--- src/rtl/uart_frame_assembler_pkg.sv ---
// Shared definitions for the UART command frame path: FSM states, frame size
// default and the opcode characters the downstream decoders switch on.
package uart_frame_assembler_pkg;

  typedef enum logic [1:0] {
    ST_IDLE    = 2'd0,
    ST_COLLECT = 2'd1,
    ST_HOLD    = 2'd2
  } fsm_state_t;

  localparam int DEFAULT_FRAME_BYTES = 18;

  localparam logic [7:0] OP_AT = 8'h40;  // "@"
  localparam logic [7:0] OP_A  = 8'h41;  // "A"
  localparam logic [7:0] OP_B  = 8'h42;  // "B"
  localparam logic [7:0] OP_C  = 8'h43;  // "C"
  localparam logic [7:0] OP_D  = 8'h44;  // "D"
  localparam logic [7:0] OP_G  = 8'h47;  // "G"
  localparam logic [7:0] OP_LA = 8'h61;  // "a"
  localparam logic [7:0] OP_LB = 8'h62;  // "b"

endpackage

--- src/rtl/uart_frame_assembler_timeout.sv ---
// Loadable down-counter for the inter-byte timeout; expire is high during the
// last counting cycle, so it fires on the TIMEOUT_CYCLES-th idle cycle.
module frame_timeout_counter #(
  parameter int TIMEOUT_CYCLES = 10_334_000,
  parameter int TO_BITS        = 24
) (
  input  logic clk,
  input  logic nreset,
  input  logic load,
  input  logic clr,
  input  logic en,
  output logic expire
);

  localparam logic [TO_BITS-1:0] LOAD_VAL = TO_BITS'(TIMEOUT_CYCLES);

  logic [TO_BITS-1:0] cnt_q;

  always_ff @(posedge clk or negedge nreset) begin
    if (!nreset) begin
      cnt_q <= '0;
    end else if (clr) begin
      cnt_q <= '0;
    end else if (load) begin
      cnt_q <= LOAD_VAL;
    end else if (en && (cnt_q != '0)) begin
      cnt_q <= cnt_q - 1'b1;
    end
  end

  assign expire = en && (cnt_q == TO_BITS'(1));

endmodule

--- src/rtl/uart_frame_assembler.sv ---
// Assembles UART RX bytes into fixed-length command frames, checks that the
// terminator repeats the opcode, and holds the frame until the decoder takes it.
module uart_frame_assembler
  import uart_frame_assembler_pkg::*;
#(
  parameter int FRAME_BYTES    = DEFAULT_FRAME_BYTES,
  parameter int TIMEOUT_CYCLES = 10_334_000,
  parameter int TO_BITS        = 24
) (
  input  logic                     clk,
  input  logic                     nreset,
  input  logic                     rx_valid,
  input  logic [7:0]               rx_data,
  input  logic                     clear,
  output logic                     frame_valid,
  input  logic                     frame_ready,
  output logic [8*FRAME_BYTES-1:0] frame_data,
  output logic                     err_term,
  output logic                     err_timeout,
  output logic                     err_overrun,
  output logic [7:0]               err_count,
  output fsm_state_t               dbg_state
);

  // Handshake: frame_valid stays high with frame_data stable until a cycle in
  // which frame_ready is also high; that cycle transfers the frame.

  localparam int IDX_W = (FRAME_BYTES > 1) ? $clog2(FRAME_BYTES) : 1;
  localparam logic [IDX_W-1:0] LAST_IDX = IDX_W'(FRAME_BYTES - 1);

  fsm_state_t               state_q, state_d;
  logic [IDX_W-1:0]         idx_q, idx_d;
  logic [8*FRAME_BYTES-1:0] frame_data_q;
  logic                     wr_en;
  logic                     term_d, timeout_d, overrun_d;
  logic                     term_q, timeout_q, overrun_q;
  logic [7:0]               err_count_q;
  logic                     to_load, to_clr, to_en, to_expire;

  frame_timeout_counter #(
    .TIMEOUT_CYCLES(TIMEOUT_CYCLES),
    .TO_BITS       (TO_BITS)
  ) u_timeout (
    .clk   (clk),
    .nreset(nreset),
    .load  (to_load),
    .clr   (to_clr),
    .en    (to_en),
    .expire(to_expire)
  );

  always_comb begin
    state_d   = state_q;
    idx_d     = idx_q;
    wr_en     = 1'b0;
    term_d    = 1'b0;
    timeout_d = 1'b0;
    overrun_d = 1'b0;
    to_load   = 1'b0;
    to_clr    = 1'b0;
    to_en     = 1'b0;
    if (clear) begin
      state_d = ST_IDLE;
      idx_d   = '0;
      to_clr  = 1'b1;
    end else begin
      case (state_q)
        ST_IDLE: begin
          if (rx_valid) begin
            wr_en = 1'b1;
            // A one-byte frame is its own terminator, so it always matches.
            if (LAST_IDX == '0) begin
              state_d = ST_HOLD;
            end else begin
              idx_d   = IDX_W'(1);
              state_d = ST_COLLECT;
              to_load = 1'b1;
            end
          end
        end
        ST_COLLECT: begin
          to_en = !rx_valid;
          if (rx_valid) begin
            wr_en   = 1'b1;
            to_load = 1'b1;
            if (idx_q == LAST_IDX) begin
              idx_d = '0;
              if (rx_data == frame_data_q[7:0]) begin
                state_d = ST_HOLD;
              end else begin
                term_d  = 1'b1;
                state_d = ST_IDLE;
              end
            end else begin
              idx_d = idx_q + 1'b1;
            end
          end else if (to_expire) begin
            timeout_d = 1'b1;
            idx_d     = '0;
            state_d   = ST_IDLE;
          end
        end
        ST_HOLD: begin
          overrun_d = rx_valid;
          if (frame_ready) begin
            state_d = ST_IDLE;
          end
        end
        default: begin
          state_d = ST_IDLE;
          idx_d   = '0;
        end
      endcase
    end
  end

  always_ff @(posedge clk or negedge nreset) begin
    if (!nreset) begin
      state_q      <= ST_IDLE;
      idx_q        <= '0;
      frame_data_q <= '0;
      term_q       <= 1'b0;
      timeout_q    <= 1'b0;
      overrun_q    <= 1'b0;
      err_count_q  <= '0;
    end else begin
      state_q   <= state_d;
      idx_q     <= idx_d;
      term_q    <= term_d;
      timeout_q <= timeout_d;
      overrun_q <= overrun_d;
      if (wr_en) begin
        frame_data_q[8*int'(idx_q) +: 8] <= rx_data;
      end
      if ((term_d || timeout_d || overrun_d) && (err_count_q != 8'hFF)) begin
        err_count_q <= err_count_q + 8'd1;
      end
    end
  end

  assign frame_valid = (state_q == ST_HOLD);
  assign frame_data  = frame_data_q;
  assign err_term    = term_q;
  assign err_timeout = timeout_q;
  assign err_overrun = overrun_q;
  assign err_count   = err_count_q;
  assign dbg_state   = state_q;

endmodule

--- config.mk ---
export PLATFORM = sky130hd
export DESIGN_NAME = uart_frame_assembler
export DESIGN_NICKNAME = d
export VERILOG_FILES = /design/src/rtl/uart_frame_assembler_pkg.sv /design/src/rtl/uart_frame_assembler_timeout.sv /design/src/rtl/uart_frame_assembler.sv
export SDC_FILE = /design/constraint.sdc
export NUM_CORES = 1
export LEC_CHECK = 0
export ABC_CLOCK_PERIOD_IN_PS = 11100
export BUFFER_PORTS_ARGS = -buffer_cell sky130_fd_sc_hd__clkbuf_2
export CAP_MARGIN = 20
export CORE_MARGIN = 2
export CORE_UTILIZATION = 44
export DETAILED_ROUTE_END_ITERATION = 8
export GPL_ROUTABILITY_DRIVEN = 0
export PLACE_DENSITY = 0.66
export REMOVE_ABC_BUFFERS = 1
export SLEW_MARGIN = 20
export SYNTH_ARGS = -nofsm -noshare
export SYNTH_HDL_FRONTEND = slang
export SYNTH_SLANG_ARGS = --single-unit
--- constraint.sdc ---
create_clock -name clk -period 11.1 [get_ports clk]
set_input_delay 2.22 -clock clk [delete_from_list [all_inputs] [get_ports clk]]
set_output_delay 2.22 -clock clk [all_outputs]
set_load 0.01 [all_outputs]
# Word-level counts from Yosys, hierarchy flattened
# Cells that the tools add are included.
[classes]
addsub = 4
mul = 0
div_mod_pow = 0
magnitude_cmp = 0
n_eq_ne = 11
shifts = 2
n_mux = 35
bitwise_logic = 0
n_reduce_logical = 12
[ops]
columns = ["op", "n"]
rows = [
  ["$bwmux 144", 1],
  ["$shift 8x33->144 const A", 1],
  ["$shiftx 8x33->144", 1],
  ["$mux 24", 3],
  ["$neg 8->33", 1],
  ["$mux 5", 5],
  ["$eq 24x1->1 const B", 1],
  ["$reduce_bool 24->1", 1],
  ["$sub 24x1->24 const B", 1],
  ["$mux 1", 17],
  ["$pmux 5 s3", 1],
  ["$mux 2", 7],
  ["$add 8x1->8 const B", 1],
  ["$eq 8x8->1", 1],
  ["$ne 4x4->1 const B", 2],
  ["$ne 8x8->1 const B", 1],
  ["$pmux 2 s3", 1],
  ["$add 5x1->5 const B", 1],
  ["$eq 5x5->1 const B", 1],
  ["$reduce_and 4->1", 1],
  ["$logic_and 1x1->1", 3],
  ["$ne 3x2->1 const B", 1],
  ["$ne 3x3->1 const B", 1],
  ["$reduce_and 3->1", 1],
  ["8 further kinds", 9],
]
[word_totals]
register_bits = 186
latch_bits = 0
ramBits = 0
rom_bits = 0
out_inout_bits = 158
n_memories = 0

# Logic depth before layout (Yosys ltp)
# Gate-level depths: netlist of run 1.
[logic_depth]
ltp_word = 11
depth_mapped = 11
mapped_depth_nobuf = 9

# Cells and area by module
# Synthesis of run 1 repeated with hierarchy kept, for this count alone.
[hier_totals]
hier_cells = 648
area_unflattened_um2 = 8333.0
[modules_own_cells]
columns = ["mod", "n_inst", "cells_per_inst", "area_each_um2", "seq_area_each_um2"]
rows = [
  ["uart_frame_assembler", 1, 498, 6877.8, 4053.9],
  ["frame_timeout_counter", 1, 150, 1455.1, 600.6],
]

# Worst setup path before layout of run 1
# No wires, ideal clock.
[synth_path]
path_type = "input-to-reg"
from = "in clear"
to = "reg frame_data_q[100], in the netlist frame_data[100]"
setup_ns = 0.125
t_arrival_ns = 4.207
required_time_ns = 10.975
slack_ns = 6.768
stages = 7
path_buffers = 2
cell_sequence = "buf_6 > or4b_1 > o21bai_4 > or3_1 > buf_2 > nor3_4 > mux2_2"
[synth_via]
elab_chain_len = 1
[synth_rtl]
columns = ["item", "line", "rtl"]
rows = [
  ["start: declaration", "uart_frame_assembler.sv:14", "input logic clear,"],
  ["$mux 1", "--", ""],
  ["end signal: indexed assignment", "uart_frame_assembler.sv:133", "frame_data_q[8*int'(idx_q) +: 8] <= rx_data;"],
  ["end: declaration", "uart_frame_assembler.sv:33", "logic [8*FRAME_BYTES-1:0] frame_data_q;"],
]
# No other way between the ends.
# A chain may end at the register's enable or synchronous reset.

# Worst setup path after layout of run 1
[layout_path]
from = "in clear"
to = "reg frame_data_q[138], in the netlist frame_data[138]"
# Same word-level chain as after synthesis.

==> results of run 1 <==
-- registers in the layout, indices dropped and copies added (netlist names) --
register and cells:
dbg_state 2, err_count 8, err_overrun 1, err_term 1
err_timeout 1, frame_data 144, idx_q 5, u_timeout.cnt_q 24
-- cell type report --
type,instances,share of cell area (%)
sequential,186,46.64
multi-input combinational,429,34.63
timing repair buffer,174,8.927
clock buffer,20,4.576
tap,234,2.934
clock inverter,12,1.505
inverter,21,0.7899
-- per-stage QoR --
step | worst slack, ns | power [mW] | hold WS, ns | std cells
after CTS | 6.766 | 1.527 | 0.4951 | 1076
after detailed placement | 6.321 | 0.8984 | 0.4817 | 1044
after global routing | 6.665 | 1.576 | 0.5228 | 1076
after global placement | 6.360 | 0.8958 | 0.4801 | 1044
final | 6.775 | 1.510 | 0.4924 | 1076
after floorplan | 6.865 | 0.8221 | 0.4657 | 636
-- cell families after synthesis --
logic type,count (synthesis),share of synthesized area (%)
and+or+nand+nor,191,13.25
buffers and inverters,47,2.291
DFF,186,56.07
xor gates and xnor gates,19,2.005
muxes,148,19.91
AOI/OAI and AO/OA,64,5.412
adders and majority gates,7,1.055
-- critical path, stage by stage --
cell and delay [ns]:
sky130_fd_sc_hd__clkbuf_2 0.24, sky130_fd_sc_hd__or4b_1 0.63, sky130_fd_sc_hd__o21bai_4 0.24, sky130_fd_sc_hd__nor4_2 0.87, sky130_fd_sc_hd__mux2_2 0.42
-- layer usage --
layer	up-vias	GRT usage [%]	part of all wire [%]
li1	2712	-	-
met1	2856	28.12	46
met2	151	31.89	46
met3	30	6.682	6.0
met4	0	6.737	2.2
met5	-	0	0
-- power groups by stage --
stage	Sequential, mW	Combinational, mW	Clock, mW
final	0.726	0.158	0.626
after detailed placement	0.738	0.160	0
after CTS	0.725	0.161	0.641
after global routing	0.729	0.176	0.670
after floorplan	0.743	0.0796	0
after global placement	0.737	0.158	0
-- path summary, 6_finish.rpt --
path	start	endpoint	slack [ns]	depth (start not counted)
setup / recovery	clear	frame_data[138]	6.77	5
hold / removal	err_count[5]	err_count[5]	0.49	1
setup reg to reg	idx_q[0]	frame_data[138]	7.14	8
hold reg to reg	err_count[5]	err_count[5]	0.49	1
max in group asynchronous	nreset	frame_data[84]	7.50	3
min in group asynchronous	nreset	frame_data[14]	1.67	1
-- synth_stat cells, drive strengths merged (5+ instances only) --
master  number
or3         11
clkbuf      18
buf          8
mux2       137
a31oi       10
xor2        12
nand2       37
or4          9
nor2        42
o31ai       10
mux2i       11
and3         5
nor3        20
nor4         8
nand4        7
and2        10
o21ai       13
xnor2        7
a21oi        9
inv         21
ha           7
nand3       15
dfrtp      186
o211ai       5
==> summary.txt, run 1 <==
Outcome
  – Status: finished clean

Yosys
  – Cell taking the most area after synthesis: sky130_fd_sc_hd__dfrtp_1
  – Register bit total from synthesis: 186
  – Avg Synthesized Cell Area: 12.54 sq um
  – Yosys top cell area share: 56.07%
  – Number of cells produced by synthesis: 662
  – Cell Area, Synth: 8300 sq um
  – Sequential element share of the synthesized area: 56.07%
  – Async set-reset flop share out of synthesis: 100.0%
  – Main synth FF type: sky130_fd_sc_hd__dfrtp_1
  – Synth area leaders: sky130_fd_sc_hd__dfrtp_1, sky130_fd_sc_hd__mux2_2, sky130_fd_sc_hd__nor2_1
  – Number of warnings issued by yosys: 0
  – Number of flops mapped to enable cells by yosys: 0
  – Count of distinct cell types in the synthesized netlist: 60

Setup path
  – Required time reported for the critical path endpoint: 11.41 ns
  – Start-to-end type of the worst setup path: in -> reg
  – Worst Path Max Fanout: 18
  – Capturing element type of the critical path: flip-flop
  – Startpoint type of the worst setup path: primary input
  – Arrival time of the worst setup path: 4.64 ns

Global route
  – Total congestion overflow: 0
  – First-pass GRT wire length: 32.24 mm
  – Largest net degree at the start of global routing: 81
  – Vias in the first global route: 5,870
  – Total global-route track usage: 20.77%
  – Initial antenna violation count: 0

Final layout
  – Final nets: 849
  – Multi-input gate area in the final layout: 3456 sq um
  – Number of filler cells placed in the layout: 1,602
  – Finished Core Util: 53.71%
  – Commonest cells after routing, fill and taps aside: sky130_fd_sc_hd__dfrtp_1, sky130_fd_sc_hd__clkbuf_2, sky130_fd_sc_hd__mux2_2
  – Antenna cell count: 0
  – Register cell area after layout: 4654 sq um
  – Summed area of non-filler cells in the final layout: 9980 sq um
  – Area growth from synthesis to layout: 20.23%
  – Fraction of final layout cells sized beyond drive strength 1: 43.71%
  – Leading cell type in the layout, fill and taps excluded: sky130_fd_sc_hd__dfrtp_1

STA
  – Final setup violation count: 0
  – Number of hold-slack violations in the final timing report: 0
  – Setup repair after global routing missed its margin: no
  – Worst-case headroom to the max-slew limit: 28.91%
  – Max Fclk: 231.2 MHz
  – Period utilization: 38.97%
  – Final Slew Violations: 0
  – Worst-margin pin slew: 1.058 ns
  – Shortest period the worst path allows: 4.325 ns
  – Fin Setup TNS: 0 ns
  – Setup Skew: 0.01243 ns

CTS
  – CTS tree: built
  – Post_cts resized: 0
  – Longest Clk Path Bufs: 2
  – Number of buffers added by the clock tree synthesis step: 17
  – Count of clock tree sinks: 186
  – H-tree levels: 4
  – Worst-skew pair later-pin latency: 0.43 ns
  – Quantity of hold-fixing buffers added after cts: 0
  – Buffer type at the clock tree root: sky130_fd_sc_hd__clkbuf_16
  – Worst-path clk slew: 0.06 ns
  – Post-CTS Repair Setup Buffers: 0

Floorplanning
  – Floorplan die height: 141.4 um
  – Horizontal die dimension: 141.4 um
  – Number of placement rows: 50
  – Die area: 19,980 sq um
  – Total I/O pin count: 171
  – CORE AREA: 18,580 sq um
  – Initial standard-cell utilization of the core: 44.67%

Power and ir drop
  – Largest voltage drop on the vdd net: 0.1090 mV
  – Switching part of the total: 26.83%
  – Combinational share of power: 10.5%
  – Power share of the clock group: 41.5%
  – Switching pwr: 0.4051 mW
  – Register share of total power: 48.1%
  – Internal power consumption: 1.105 mW
  – Leakage power total: 5.147 nW
  – Pwr dens: 151.3 nW/um^2

Worst hold path
  – Path category of the worst min-delay check: reg -> reg

Route
  – Total Routed Length: 19.97 mm
  – Mean number of vias per cell: 5.343
  – Number of antenna-violating nets in the routed design: 0
  – Total number of vias: 5,749
  – Average wire length per cell after detail routing: 18.56 um
  – Detailed router's first-iteration violation count: 246
  – DRC violation count after routing: 0
  – Detailed Routing Iterations Pass 1: 5

Place
  – Port Buf Inserts: 170
  – Instance area after placement: 9369 sq um
  – Placed wire-length estimate: 14.18 mm

Run
  – Number of maximum-capacitance violations: 0
Note: power is estimated with default switching activity, not from simulation.
==> run 2, diff against run 1 <==
- ABC_AREA: not set -> 1
- ABC_CLOCK_PERIOD_IN_PS: 11100 -> 4400
- PLACE_DENSITY: 0.66 -> 0.65
- clock period: 11.1 -> 4.4 ns (I/O delays scaled with it)
==> summary.txt, run 2 <==
Floorplanning
  – Initial standard-cell utilization of the core: 44.62% (was 44.67%)
  – CORE AREA: 20,960 sq um (was 18,580 sq um)
  – Horizontal die dimension: 149.8 um (was 141.4 um)
  – Total I/O pin count: 171 (unchanged)
  – Floorplan die height: 149.8 um (was 141.4 um)
  – Number of placement rows: 53 (was 50)
  – Die area: 22,430 sq um (was 19,980 sq um)

Setup path
  – Capturing element type of the critical path: flip-flop (unchanged)
  – Category of cells accounting for the largest share of critical-path delay: adder cells (was simple AND/OR/NAND/NOR gates)
  – Worst Path Max Fanout: 25 (was 18)
  – Startpoint type of the worst setup path: flip-flop (was primary input)
  – Arrival time of the worst setup path: 3.46 ns (was 4.64 ns)
  – Launching instance or port of the critical path: idx_q[0] (was clear)
  – Library cell appearing most often on the critical path: sky130_fd_sc_hd__nand2_1
  – Ordered list of cells on the worst path: buf_4, clkinv_4, ha_1, nand2_1, nor2_1, ha_1, nand4_4, inv_4, nand2_1, inv_1, nand2_1, nand2_1 (was clkbuf_2, or4b_1, o21bai_4, nor4_2, mux2_2)
  – CP bufs+invs: 4 (was 1)
  – Crit Reg-Reg Startpoint: idx_q[0] (unchanged)
  – Maximum single-stage delay on the critical path: 0.65 ns (was 0.87 ns)
  – Start-to-end type of the worst setup path: reg -> reg (was in -> reg)
  – Slowest stage cell, crit path: sky130_fd_sc_hd__ha_1 (was sky130_fd_sc_hd__nor4_2)
  – Required time reported for the critical path endpoint: 4.78 ns (was 11.41 ns)

STA
  – Final setup violation count: 0 (unchanged)
  – Final Slew Violations: 0 (unchanged)
  – Fin Setup TNS: 0 ns (unchanged)
  – Setup repair after global routing missed its margin: no (unchanged)
  – Worst-case headroom to the max-slew limit: 42.35% (was 28.91%)
  – Shortest period the worst path allows: 3.086 ns
  – Worst-margin pin slew: 0.8648 ns (was 1.058 ns)
  – Number of hold-slack violations in the final timing report: 0 (unchanged)
  – Setup Skew: 0.01029 ns (was 0.01243 ns)
  – Max Fclk: 324.0 MHz
  – Period utilization: 70.14%

Final layout
  – Summed area of non-filler cells in the final layout: 11,050 sq um (was 9980 sq um)
  – Leading cell type in the layout, fill and taps excluded: sky130_fd_sc_hd__nand2_1 (was sky130_fd_sc_hd__dfrtp_1)
  – Finished Core Util: 52.71% (was 53.71%)
  – Antenna cell count: 0 (unchanged)
  – Fraction of final layout cells sized beyond drive strength 1: 19.21% (was 43.71%)
  – Max FFs per register: 144 (unchanged)
  – Commonest cells after routing, fill and taps aside: sky130_fd_sc_hd__nand2_1, sky130_fd_sc_hd__dfrtp_1, sky130_fd_sc_hd__clkbuf_2 (was sky130_fd_sc_hd__dfrtp_1, sky130_fd_sc_hd__clkbuf_2, sky130_fd_sc_hd__mux2_2)
  – Area growth from synthesis to layout: 18.13% (was 20.23%)
  – Final nets: 1,407 (was 849)
  – Number of filler cells placed in the layout: 2,074 (was 1,602)

Global route
  – Largest net degree at the start of global routing: 92 (was 81)
  – First-pass GRT wire length: 42.52 mm (was 32.24 mm)
  – Met2 capacity usage during global routing: 36.77% (was 31.89%)
  – Met1 capacity usage during global routing: 34.49% (was 28.12%)
  – Total global-route track usage: 24.00% (was 20.77%)
  – Busiest layer in global routing: met2 (unchanged)
  – Vias in the first global route: 8,101 (was 5,870)
  – Total congestion overflow: 0 (unchanged)
  – Met3 demand-to-capacity share in global routing: 4.817% (was 6.682%)
  – Initial antenna violation count: 0 (unchanged)

Power and ir drop
  – Register share of total power: 39.3% (was 48.1%)
  – Switching part of the total: 35.91% (was 26.83%)
  – Overall power consumption: 4.664 mW (was 1.510 mW)
  – Internal power consumption: 2.989 mW (was 1.105 mW)
  – Leakage power total: 5.585 nW (was 5.147 nW)
  – Combinational share of power: 24.7% (was 10.5%)
  – Pwr dens: 422.2 nW/um^2 (was 151.3 nW/um^2)
  – Power share of the clock group: 36.0% (was 41.5%)
  – Largest voltage drop on the vdd net: 0.3388 mV (was 0.1090 mV)
  – Switching pwr: 1.675 mW (was 0.4051 mW)

CTS
  – Worst-skew pair later-pin latency: 0.44 ns (was 0.43 ns)
  – Buffer type at the clock tree root: sky130_fd_sc_hd__clkbuf_16 (unchanged)
  – Number of buffers added by the clock tree synthesis step: 17 (unchanged)
  – Worst-path clk slew: 0.07 ns (was 0.06 ns)
  – CTS tree: built (unchanged)
  – Longest Clk Path Bufs: 2 (unchanged)
  – Post_cts resized: 0 (unchanged)
  – H-tree levels: 4 (unchanged)
  – Post-CTS Repair Setup Buffers: 0 (unchanged)
  – Quantity of hold-fixing buffers added after cts: 0 (unchanged)
  – Count of clock tree sinks: 186 (unchanged)

Yosys
  – Avg Synthesized Cell Area: 7.577 sq um (was 12.54 sq um)
  – Synth area leaders: sky130_fd_sc_hd__dfrtp_1, sky130_fd_sc_hd__nand2_1, sky130_fd_sc_hd__nor2_1 (was sky130_fd_sc_hd__dfrtp_1, sky130_fd_sc_hd__mux2_2, sky130_fd_sc_hd__nor2_1)
  – Cell taking the most area after synthesis: sky130_fd_sc_hd__dfrtp_1 (unchanged)
  – Register bit total from synthesis: 186 (unchanged)
  – Async set-reset flop share out of synthesis: 100.0% (unchanged)
  – Number of warnings issued by yosys: 0 (unchanged)
  – Number of flops mapped to enable cells by yosys: 0 (unchanged)
  – Yosys top cell area share: 49.78% (was 56.07%)
  – Count of distinct cell types in the synthesized netlist: 39 (was 60)
  – Cell Area, Synth: 9350 sq um (was 8300 sq um)
  – Number of cells produced by synthesis: 1,234 (was 662)
  – Sequential element share of the synthesized area: 49.78% (was 56.07%)
  – Post-synth top cells: sky130_fd_sc_hd__nand2_1, sky130_fd_sc_hd__dfrtp_1, sky130_fd_sc_hd__nor2_1, sky130_fd_sc_hd__nand3_1, sky130_fd_sc_hd__o21ai_1 (was sky130_fd_sc_hd__dfrtp_1, sky130_fd_sc_hd__mux2_2, sky130_fd_sc_hd__nor2_1, sky130_fd_sc_hd__nand2_1, sky130_fd_sc_hd__inv_1)
  – Main synth FF type: sky130_fd_sc_hd__dfrtp_1 (unchanged)
  – Most common cell in the synthesized netlist: sky130_fd_sc_hd__nand2_1 (was sky130_fd_sc_hd__dfrtp_1)

Route
  – Detailed Routing Iterations Pass 1: 6 (was 5)
  – DRC violation count after routing: 0 (unchanged)
  – Average wire length per cell after detail routing: 15.62 um (was 18.56 um)
  – Total number of vias: 8,643 (was 5,749)
  – Detailed router's first-iteration violation count: 733 (was 246)
  – Mean number of vias per cell: 5.160 (was 5.343)
  – Number of antenna-violating nets in the routed design: 0 (unchanged)
  – Total Routed Length: 26.17 mm (was 19.97 mm)

Outcome
  – Status: finished clean (unchanged)

Run
  – Number of maximum-capacitance violations: 0 (unchanged)

Place
  – Placed wire-length estimate: 18.68 mm (was 14.18 mm)
  – Instance area after placement: 10,410 sq um (was 9369 sq um)
  – Port Buf Inserts: 170 (unchanged)

Worst hold path
  – Path category of the worst min-delay check: reg -> reg (unchanged)
  – Worst min-delay path startpoint: frame_data[101] (was err_count[5])
## run 2: cell count changes after synthesis, moves of 10 or more
cell / before / now
sky130_fd_sc_hd__a31oi_1: 10 / 0
sky130_fd_sc_hd__buf_2: 4 / 25
sky130_fd_sc_hd__inv_1: 21 / 47
sky130_fd_sc_hd__inv_2: 0 / 10
sky130_fd_sc_hd__mux2_2: 137 / 0
sky130_fd_sc_hd__mux2i_1: 11 / 0
sky130_fd_sc_hd__nand2_1: 34 / 468
sky130_fd_sc_hd__nand3_1: 14 / 89
sky130_fd_sc_hd__nand4_1: 7 / 21
sky130_fd_sc_hd__nor2_1: 38 / 168
sky130_fd_sc_hd__nor2_2: 0 / 18
sky130_fd_sc_hd__o21ai_1: 1 / 65
sky130_fd_sc_hd__or3_1: 11 / 0
## run 2: per-stage QoR
step | cells | setup WS, ns | hold slack (ns)
after floorplan | 1190 | 1.057 | 0.4909
after global placement | 1643 | 1.369 | 0.4633
after detailed placement | 1643 | 1.323 | 0.4642
after CTS | 1675 | 1.301 | 0.4824
after global routing | 1675 | 1.058 | 0.5110
final | 1675 | 1.314 | 0.4788
## run 2: worst paths after layout
kind | endpoint | slack, ns | cells after the start
setup / recovery | frame_data[93] | 1.31 | 12
hold / removal | frame_data[101] | 0.48 | 2
setup reg to reg | frame_data[93] | 1.31 | 12
hold reg to reg | frame_data[101] | 0.48 | 2
max in group asynchronous | frame_data[105] | 3.03 | 2
min in group asynchronous | u_timeout.cnt_q[2] | 0.54 | 1
## run 2: cells by family (layout without fill, tap and decap cells)
logic type	count (synthesis)	count (layout)	share of synthesized area (%)
DFF	186	186	49.78
xor gates and xnor gates	17	17	1.592
buffers and inverters	105	271	4.884
adders and majority gates	7	7	0.9367
AOI/OAI and AO/OA	104	104	5.821
and+or+nand+nor	815	815	36.99
## run 2: final cells by class
type	count	area, sq um	share of cell area, %
Tap cell	275	344.1	3.115
Sequential cell	186	4654	42.14
Inverter	61	241.5	2.186
Multi-Input combinational cell	943	4239	38.38
Clock buffer	17	425.4	3.851
Clock inverter	15	211.5	1.914
Timing Repair Buffer	178	929.6	8.416
## run 2: layer usage
layer / share of wire, % / vias to the layer above
met1: 47 / 4062
li1: - / 4263
met5: 0 / -
met3: 6.4 / 46
met2: 45 / 272
met4: 2.1 / 0
## run 2: worst reg2reg max path: stages (launching register included)
cell and delay, ns:
sky130_fd_sc_hd__dfrtp_1 0.32, sky130_fd_sc_hd__buf_4 0.27, sky130_fd_sc_hd__clkinv_4 0.14, sky130_fd_sc_hd__ha_1 0.26
sky130_fd_sc_hd__nand2_1 0.15, sky130_fd_sc_hd__nor2_1 0.06, sky130_fd_sc_hd__ha_1 0.65, sky130_fd_sc_hd__nand4_4 0.28
sky130_fd_sc_hd__inv_4 0.24, sky130_fd_sc_hd__nand2_1 0.27, sky130_fd_sc_hd__inv_1 0.24, sky130_fd_sc_hd__nand2_1 0.07
sky130_fd_sc_hd__nand2_1 0.06
## run 2: power groups by stage
stage               Clock, mW  Combinational (mW)  Sequential, mW
finish                   1.68                1.15            1.83
global route             1.77                1.28            1.84
CTS                      1.70                1.14            1.83
detailed placement          0                1.13            1.86
global placement            0                1.12            1.86
floorplan                   0               0.750            1.87
==> run 3, diff against run 2 <==
- ABC_CLOCK_PERIOD_IN_PS: 4400 -> 2900
- clock period: 4.4 -> 2.9 ns (I/O delays scaled with it)
==> summary.txt, run 3 (same netlist as run 2, synthesis figures left out) <==
CTS
  – Longest Clk Path Bufs: 2 (unchanged)
  – Post-CTS Repair Setup Buffers: 0 (unchanged)
  – CTS tree: built (unchanged)
  – Worst-path clk slew: 0.06 ns (was 0.07 ns)
  – Quantity of hold-fixing buffers added after cts: 0 (unchanged)
  – Count of clock tree sinks: 186 (unchanged)
  – Post_cts resized: 0 (unchanged)
  – Buffer type at the clock tree root: sky130_fd_sc_hd__clkbuf_16 (unchanged)
  – Worst-skew pair later-pin latency: 0.44 ns (about the same)
  – Number of buffers added by the clock tree synthesis step: 17 (unchanged)
  – H-tree levels: 4 (unchanged)

Setup path
  – Maximum single-stage delay on the critical path: 0.42 ns (was 0.65 ns)
  – Launching instance or port of the critical path: idx_q[0] (unchanged)
  – Library cell appearing most often on the critical path: sky130_fd_sc_hd__nand2_1 (unchanged)
  – Capturing element type of the critical path: flip-flop (unchanged)
  – Crit Reg-Reg Startpoint: idx_q[0] (unchanged)
  – Worst-case reg-to-reg path depth: 10 (was 12)
  – Capture point of the worst path: frame_data[2] (was frame_data[93])
  – Slowest stage cell, crit path: sky130_fd_sc_hd__ha_1 (unchanged)
  – Start-to-end type of the worst setup path: reg -> reg (unchanged)
  – CP bufs+invs: 2 (was 4)
  – Worst Path Max Fanout: 11 (was 25)
  – Ordered list of cells on the worst path: clkinv_4, ha_1, nand2_1, nor2_1, ha_1, inv_1, nand2_1, nor3_2, nand3_1, nand2_1 (was buf_4, clkinv_4, ha_1, nand2_1, nor2_1, ha_1, nand4_4, inv_4, nand2_1, inv_1, nand2_1, nand2_1)
  – Worst path depth: 10 (was 12)
  – R2R Path End: frame_data[2] (was frame_data[93])
  – Category of cells accounting for the largest share of critical-path delay: simple AND/OR/NAND/NOR gates (was adder cells)
  – Startpoint type of the worst setup path: flip-flop (unchanged)
  – Register-to-register setup slack: 0.33 ns (was 1.31 ns)
  – Required time reported for the critical path endpoint: 3.26 ns (was 4.78 ns)
  – Arrival time of the worst setup path: 2.93 ns (was 3.46 ns)

Place
  – Cells after DPL: 1,657 (was 1,643)
  – Instance area after placement: 10,530 sq um (was 10,410 sq um)
  – Placed wire-length estimate: 19.24 mm (was 18.68 mm)
  – Port Buf Inserts: 170 (unchanged)

STA
  – Max Fclk: 389.8 MHz (was 324.0 MHz)
  – Final Slew Violations: 0 (unchanged)
  – Period utilization: 88.45% (was 70.14%)
  – Setup Skew: 0.01266 ns (was 0.01029 ns)
  – Worst hold slack after final layout: 0.09928 ns (was 0.4788 ns)
  – Number of hold-slack violations in the final timing report: 0 (unchanged)
  – Shortest period the worst path allows: 2.565 ns (was 3.086 ns)
  – Final setup violation count: 0 (unchanged)
  – Setup repair after global routing missed its margin: no (unchanged)
  – Worst-case headroom to the max-slew limit: 54.82% (was 42.35%)
  – Worst-margin pin slew: 0.6770 ns (was 0.8648 ns)

Route
  – Number of antenna-violating nets in the routed design: 0 (unchanged)
  – DRC violation count after routing: 0 (unchanged)
  – Total number of vias: 8,635 (was 8,643)
  – Average wire length per cell after detail routing: 15.71 um (was 15.62 um)
  – Mean number of vias per cell: 5.116 (was 5.160)
  – Detailed router's first-iteration violation count: 658 (was 733)
  – Total Routed Length: 26.52 mm (was 26.17 mm)
  – Detailed Routing Iterations Pass 1: 5 (was 6)

Floorplanning
  – Horizontal die dimension: 149.8 um (unchanged)
  – Total I/O pin count: 171 (unchanged)
  – Die area: 22,430 sq um (unchanged)
  – Initial standard-cell utilization of the core: 44.62% (unchanged)
  – Floorplan die height: 149.8 um (unchanged)
  – CORE AREA: 20,960 sq um (unchanged)
  – Number of placement rows: 53 (unchanged)

Final layout
  – Commonest cells after routing, fill and taps aside: sky130_fd_sc_hd__nand2_1, sky130_fd_sc_hd__dfrtp_1, sky130_fd_sc_hd__clkbuf_2 (unchanged)
  – Finished Core Util: 52.97% (was 52.71%)
  – Number of cells in the finished layout apart from fillers: 1,688 (was 1,675)
  – Area growth from synthesis to layout: 18.71% (was 18.13%)
  – Fraction of final layout cells sized beyond drive strength 1: 19.89% (was 19.21%)
  – Final nets: 1,421 (was 1,407)
  – Antenna cell count: 0 (unchanged)
  – Summed area of non-filler cells in the final layout: 11,100 sq um (was 11,050 sq um)
  – Max FFs per register: 144 (unchanged)
  – Leading cell type in the layout, fill and taps excluded: sky130_fd_sc_hd__nand2_1 (unchanged)

Global route
  – Initial antenna violation count: 1 (was 0)
  – First-pass GRT wire length: 42.37 mm (was 42.52 mm)
  – Total global-route track usage: 24.02% (was 24.00%)
  – Largest net degree at the start of global routing: 55 (was 92)
  – Vias in the first global route: 8,076 (was 8,101)
  – Total congestion overflow: 0 (unchanged)

Power and ir drop
  – Pwr dens: 620.7 nW/um^2 (was 422.2 nW/um^2)
  – Overall power consumption: 6.890 mW (was 4.664 mW)
  – Largest voltage drop on the vdd net: 0.4187 mV (was 0.3388 mV)
  – Leakage power total: 5.643 nW (was 5.585 nW)

Outcome
  – Status: finished clean (unchanged)

Worst hold path
  – Path category of the worst min-delay check: in -> async (was reg -> reg)

Run
  – Number of maximum-capacitance violations: 0 (unchanged)
## run 3: cell types whose count changed in the layout (fill, tap and decap cells not counted)
cell,previous run,this run
sky130_fd_sc_hd__buf_4,7,20
sky130_fd_sc_hd__clkinv_2,0,2
sky130_fd_sc_hd__inv_8,1,0
sky130_fd_sc_hd__clkinvlp_4,6,3
sky130_fd_sc_hd__inv_6,3,2
sky130_fd_sc_hd__buf_12,1,2
sky130_fd_sc_hd__clkbuf_1,0,1
sky130_fd_sc_hd__bufinv_16,4,1
sky130_fd_sc_hd__clkbuf_8,0,4
## run 3: final cells by class
class	count	area, sq um
Timing Repair Buffer	192	1047
Tap cell	275	344.1
Clock buffer	22	484.2
Multi-Input combinational cell	943	4239
Inverter	61	241.5
Sequential cell	186	4654
Clock inverter	9	88.84
Fill cell	2099	9856
## run 3: report_power, final
part,leakage (nW),internal (mW),switching [mW]
Combinational,2.79,0.458,1.34
Clock,0.275,1.28,1.03
Sequential,2.58,2.68,0.107
Total,5.64,4.41,2.48
## run 3: metal layers
| metal | up-vias | global-route usage, % | share of wire [%] |
|---|---|---|---|
| met5 | - | 0 | 0.049 |
| met2 | 267 | 36.95 | 45 |
| met3 | 39 | 5.518 | 6.0 |
| met4 | 2 | 7.925 | 2.2 |
| met1 | 4061 | 33.70 | 47 |
| li1 | 4266 | - | - |
## run 3: worst min path at each step
| stage | startpoint | end | slack [ns] | depth (start not counted) |
|---|---|---|---|---|
| after detailed placement | frame_data[34] | frame_data[34] | 0.47 | 2 |
| after floorplan | nreset | dbg_state[0] | 0.28 | 0 |
| after global placement | frame_data[103] | frame_data[103] | 0.47 | 2 |
| after CTS | nreset | u_timeout.cnt_q[18] | 0.13 | 1 |
| final | nreset | u_timeout.cnt_q[5] | 0.1 | 1 |
| after global routing | nreset | u_timeout.cnt_q[22] | 0.15 | 1 |
## run 3: per-stage QoR
step | TNS (ns) | setup WS, ns
after floorplan | -16.43 | -0.4425
after global placement | 0 | 0.4345
after detailed placement | 0 | 0.3750
after CTS | 0 | 0.3604
after global routing | 0 | 0.1075
final | 0 | 0.3349
